$ cat config.mk
export PLATFORM = sky130hd
export DESIGN_NAME = fifo_rd_streamer
export DESIGN_NICKNAME = d
export VERILOG_FILES = /design/src/rtl/fifo_rd_streamer.sv
export SDC_FILE = /design/constraint.sdc
export NUM_CORES = 1
export LEC_CHECK = 0
export CAP_MARGIN = 20
export CORE_MARGIN = 2
export CORE_UTILIZATION = 47
export CTS_BUF_LIST = sky130_fd_sc_hd__clkbuf_8
export DETAILED_ROUTE_END_ITERATION = 8
export GPL_TIMING_DRIVEN = 1
export HOLD_SLACK_MARGIN = 0.02
export PLACE_DENSITY = 0.76
export SYNTH_ARGS = -nofsm -noshare
export SYNTH_HDL_FRONTEND = slang
export SYNTH_SLANG_ARGS = --single-unit
$ cat constraint.sdc
create_clock -name rclk -period 1.95 [get_ports rclk]
set_input_delay 0.39 -clock rclk [delete_from_list [all_inputs] [get_ports rclk]]
set_output_delay 0.39 -clock rclk [all_outputs]
set_load 0.1 [all_outputs]
$ cat src/rtl/fifo_rd_streamer.sv
// Purpose : pops words from the async FIFO read port and streams them out as valid/ready beats grouped into packets.
// Latency : a word popped at a rclk edge is presented on m_data in the following cycle; full throughput when m_ready=1.
// Backpressure: a two-entry buffer absorbs the pop already in flight; popping stops at two words, nothing is dropped.
// Optional feature: define RD_PARITY_EN to add the m_parity output (even parity of each buffered word).
module fifo_rd_streamer #(
   parameter int datawidth = 8,
   parameter int pkt_len   = 4,
   parameter int cnt_width = 16
) (
   input  logic                 rclk,
   input  logic                 rrst_n,
   input  logic [datawidth-1:0] rdata,
   input  logic                 rempty,
   output logic                 rinc,
   input  logic                 flush,
   output logic [datawidth-1:0] m_data,
   output logic                 m_valid,
   input  logic                 m_ready,
   output logic                 m_last,
   output logic [cnt_width-1:0] pkt_cnt
`ifdef RD_PARITY_EN
   ,
   output logic                 m_parity
`endif
);

   // Each buffer entry carries the data word, plus its parity bit when enabled.
`ifdef RD_PARITY_EN
   localparam int EW = datawidth + 1;
`else
   localparam int EW = datawidth;
`endif

   // Beat counter is at least one bit wide so pkt_len=1 still elaborates.
   localparam int            BW        = (pkt_len > 1) ? $clog2(pkt_len) : 1;
   localparam logic [BW-1:0] LAST_BEAT = BW'(pkt_len - 1);

   typedef enum logic [1:0] {
      EMPTY = 2'd0,
      ONE   = 2'd1,
      TWO   = 2'd2
   } state_t;

   state_t        state;
   logic [EW-1:0] in_ent;
   logic [EW-1:0] head_ent;
   logic [EW-1:0] tail_ent;
   logic [BW-1:0] beat;
   logic          pop;
   logic          fire;

`ifdef RD_PARITY_EN
   assign in_ent   = {^rdata, rdata};
   assign m_parity = head_ent[datawidth];
`else
   assign in_ent   = rdata;
`endif

   // Pop only while there is room; the reset term keeps rinc low during reset.
   assign pop     = !rempty & (state != TWO) & !flush & rrst_n;
   assign rinc    = pop;
   assign fire    = m_valid & m_ready;
   assign m_data  = head_ent[datawidth-1:0];
   assign m_last  = m_valid & (beat == LAST_BEAT);

   // Buffer occupancy FSM: head entry drives the stream, tail holds the word popped during a stall.
   always_ff @(posedge rclk or negedge rrst_n) begin
      if (!rrst_n) begin
         state    <= EMPTY;
         m_valid  <= 1'b0;
         head_ent <= '0;
         tail_ent <= '0;
      end else if (flush) begin
         state   <= EMPTY;
         m_valid <= 1'b0;
      end else begin
         case (state)
            EMPTY: begin
               if (pop) begin
                  head_ent <= in_ent;
                  state    <= ONE;
                  m_valid  <= 1'b1;
               end
            end
            ONE: begin
               if (pop && fire) begin
                  head_ent <= in_ent;
               end else if (pop) begin
                  tail_ent <= in_ent;
                  state    <= TWO;
               end else if (fire) begin
                  state    <= EMPTY;
                  m_valid  <= 1'b0;
               end
            end
            TWO: begin
               if (fire) begin
                  head_ent <= tail_ent;
                  state    <= ONE;
               end
            end
            default: begin
               state   <= EMPTY;
               m_valid <= 1'b0;
            end
         endcase
      end
   end

   // Beat position within the packet and completed-packet count; a fire during flush still counts.
   always_ff @(posedge rclk or negedge rrst_n) begin
      if (!rrst_n) begin
         beat    <= '0;
         pkt_cnt <= '0;
      end else begin
         if (fire && m_last) begin
            pkt_cnt <= pkt_cnt + 1'b1;
         end
         if (flush) begin
            beat <= '0;
         end else if (fire) begin
            beat <= (beat == LAST_BEAT) ? '0 : beat + 1'b1;
         end
      end
   end

endmodule

== After elaboration in Yosys (flattened, before gate mapping) ==
Cells that the tools add are included.

* Register bits: 37
* Output and inout bits: 27
* Logic and storage cells: 60

* Add/subtract/negate cells: 2
* Reduce and logical (&&, ||, !) cells: 11
* Muxes and demuxes: 20
* Bitwise logic cells: 7
* Eq/ne operators: 14

{| class="wikitable"
|+ Operators by type and width
! cell !! count
|-
| $mux W8 || 3
|-
| $pmux W8 S3 || 1
|-
| $mux W2 || 9
|-
| $add A16 B1 Y16 const B || 1
|-
| $ne A3 B3 Y1 const B || 5
|-
| $ne A2 B2 Y1 const B || 5
|-
| $reduce_and A5 Y1 || 2
|-
| $reduce_and A4 Y1 || 2
|-
| $pmux W2 S3 || 1
|-
| $and A1 B1 Y1 || 5
|-
| $mux W1 || 5
|-
| $eq A2 B2 Y1 const B || 2
|-
| $ne A4 B4 Y1 const B || 1
|-
| $pmux W1 S3 || 1
|-
| $reduce_bool A3 Y1 || 1
|-
| $add A2 B1 Y2 const B || 1
|-
| $eq A2 B1 Y1 const B || 1
|-
| $logic_and A1 B1 Y1 || 2
|-
| $logic_not A1 Y1 || 2
|-
| $logic_not A2 Y1 || 1
|-
| $not A1 Y1 || 2
|-
| $reduce_bool A2 Y1 || 1
|}

== Depth between registers and ports, before layout ==
* Word-level depth: 8
* Mapped depth: 5
* Gate-level depth less buffers: 5

== Worst setup path before layout ==
Ideal clock, no wire load.

* Kind: register to output
* Start: reg state[1]
* End: out rinc
* Arrival time: 2.849 ns
* Path slack: -1.289 ns
* Data required time: 1.560 ns
* Path buffers: 1
* Stages on the path, launching flop included: 4
* Path through: dfrtp_1 -> and2b_1 -> buf_4 -> nor3_1

* Word-level cells in the longest chain between the ends: 4

{| class="wikitable"
|+ RTL lines
! element !! line !! RTL
|-
| from (decl) || 44 || <nowiki>state_t state;</nowiki>
|-
| from (signal assigned) || 69 || <nowiki>state <= EMPTY;</nowiki>
|-
| from (signal assigned) || 74 || <nowiki>state <= EMPTY;</nowiki>
|-
| from (signal assigned) || 81 || <nowiki>state <= ONE;</nowiki>
|-
| $ne A2 B2 Y1 || 60 || <nowiki>assign pop = !rempty & (state != TWO) & !flush & rrst_n;</nowiki>
|-
| $and A1 B1 Y1 (3 in series) || 60 ||
|-
| to (decl) || 14 || <nowiki>output logic rinc,</nowiki>
|}

Every way passes these cells.

== Worst setup path in the final report ==
* Start: in rempty
* End: out rinc

* Word-level cells in the longest chain between the ends: 4

{| class="wikitable"
|+ RTL lines
! element !! line !! RTL
|-
| from (decl) || 13 || <nowiki>input logic rempty,</nowiki>
|-
| $logic_not A1 Y1 || 60 ||
|-
| $and A1 B1 Y1 (3 in series) || 60 ||
|}

Every way passes these cells.

==> run metrics <==
Yosys reg bits 37; ys flop type dfrtp_1; CTS sink cnt 37; critical path type input pin to output pin; Die ar. 4120 µm²; count leader, synth dfrtp_1; Initial Util 0.499; detailed-route wire length 3480 µm; DP Cell Count 228; Post-Synthesis Cells 135; Setup crit end kind output pin; synthesized area 1700 µm²; WL/cell 14.8 µm; CP startpoint kind input pin; CP arrival 1.52 ns; DP HPWL 2710 µm; routing usage on met1 0.218; Max Fclk 524 MHz; worst slew pin tran 0.327 ns; status complete, no violations; vias in the first global route 1,328; # setup viols final 0; Layout Nets 204; Avg Synthesized Cell Area 12.6 µm²; Top Usage Layer GRT met2; top post-synthesis cells by count 37 x dfrtp_1, 26 x mux2_2, 14 x xnor2_1; Fin. Hold Viols 0; Port-buffer cells 39; Pre-Repair DR Iteration Count 4; Ports 40; first-pass GRT wire length 6150 µm; GPL Wtd Cong 0.760; max cap viols 0; Power, Total 2.20 mW; Std-Cell Rows 21; DRC 0; Reg2Reg Launch Point state[1]; ys async rst share 1.00; Max IR drop VDD 0.697 mV; TritonCTS clock tree built; setup TNS 0 ns; later-pin clock latency in the skew report 0.29 ns; RSZ-0062 raised after global routing no; WP data required 1.56 ns; vias per inst 5.15; cell taking the most area after synthesis dfrtp_1; syn nets 150; Placeable Area 3420 µm²; Post-Layout Cell Count 236; PwrDens 918 nW/µm²; EDFF count, synth 0; multi-input logic area 771 µm²; Die Height 64.2 µm; hold crit path type input pin to asynchronous set/reset pin; Final ANT Viol Nets 0; H-tree levels 2; CTS clk-pin slew, worst paths 0.07 ns; synth warn 0; Layout area overhead 41.0%; CTS Buf Count 5; register area share after synthesis 0.544; reg2reg setup slack 0.20 ns; antenna violations before repair 0; ANT cells 0; Area contributors post-synth dfrtp_1 54%, mux2_2 17%, xnor2_1 7.2%; clock root cell clkbuf_8; DR vias 1,216; slew margin rel. 0.781; total of fill cells in the finished design 266; Congestion Overflow GR 0; # hold bufs at CTS 0; Lkg Pwr 1.07 nW; Register-to-Register Path Depth 4; worst r2r dst m_data[6]; met2 Resource Use GR 0.350; Max Slew Vio Count 0; period utilisation layout 0.979; crit path time final 1.91 ns; Yosys cell types 28; clock tree buffer depth 2; Total Routing Usage GR 0.197; largest net degree at the start of global routing 26; Layout Skew 0.00728 ns; crit-path max FO 3; GR Util met3 0.0581; DR iter-0 viols 46; share of the synthesized area in the top cell type 0.544; DIE WIDTH 64.2 µm; storage element area 932 µm²; share of cells above drive strength 1 0.437
-- area by class of cell --
type	instances	area share
sequential	37	0.388
multi-input combinational	93	0.321
timing repair buffer	50	0.219
clock buffer	5	0.0287
tap	46	0.0240
clock inverter	3	0.0162
inverter	2	0.00313
-- how the worst max path moves through the flow --
stage                        start        end  cells past startpoint
after floorplan           state[1]       rinc                      3
after global placement     m_ready  m_data[3]                      5
after detailed placement   m_ready  m_data[6]                      5
after CTS                   rempty       rinc                      5
after global routing      state[1]       rinc                      3
final                       rempty       rinc                      5
-- through the flow --
stage / hold WS (ns) / worst slack (ns) / area, µm² / util
2_1_floorplan: 0.0944 / -0.0111 / 1720 / -
6_report: 0.105 / 0.0400 / 2400 / 0.703
4_1_cts: 0.0978 / 0.0391 / 2400 / 0.703
3_5_place_dp: 0.383 / -0.107 / 2290 / 0.669
3_3_place_gp: 0.383 / -0.0464 / 2290 / 0.669
5_1_grt: 0.111 / 0.0151 / 2400 / 0.703
-- kinds of logic (layout without fill, tap and decap cells) --
| group | count (synthesis) | after routing | share of synthesized area |
|---|---|---|---|
| compound gates | 9 | 9 | 0.0382 |
| buf+inv | 5 | 60 | 0.0147 |
| xor+xnor | 15 | 15 | 0.0772 |
| mux | 26 | 26 | 0.172 |
| flops | 37 | 37 | 0.544 |
| fa+ha+maj | 2 | 2 | 0.0147 |
| simple gates | 41 | 41 | 0.140 |
-- timing repair --
| item | CTS | global route |
|---|---|---|
| setup endpoints to repair | 1 | 0 |
| buffers inserted | 0 | 0 |
| resized for setup | 1 | 0 |
-- state kept, by name, summed over array words and instances (netlist names) --
register and flops:
beat 2, m_valid 1, state 2, m_data 8
tail_ent 8, pkt_cnt 16
-- worst max-delay path, stage by stage --
cell             delay, ns
clkdlybuf4s50_1       0.44
nand2b_4              0.17
buf_4                 0.15
nor3_4                0.16
buf_12                0.20
-- metal layers --
layer,wire (µm),vias up,share of wire
met1,1400,588,0.40
met4,78,0,0.022
met2,1820,37,0.52
li1,-,582,-
met3,187,9,0.054
met5,0,-,0
-- cells in the final DEF, fill, tap and decap left out, drive strengths merged, types with 3 or more instances in the layout --
master / instances
buf: 39
nand3: 5
mux2: 26
inv: 3
xnor2: 14
clkbuf: 5
nand4: 7
a21oi: 5
dfrtp: 37
nand2: 10
nor2: 6
clkdlybuf4s50: 11
nor3: 4
-- where the power goes --
group | internal [mW] | total (mW) | switching (mW)
sequential | 0.864 | 0.923 | 0.0582
clock | 0.374 | 0.641 | 0.267
combinational | 0.196 | 0.640 | 0.444
Power figures use the tool's default switching activity.
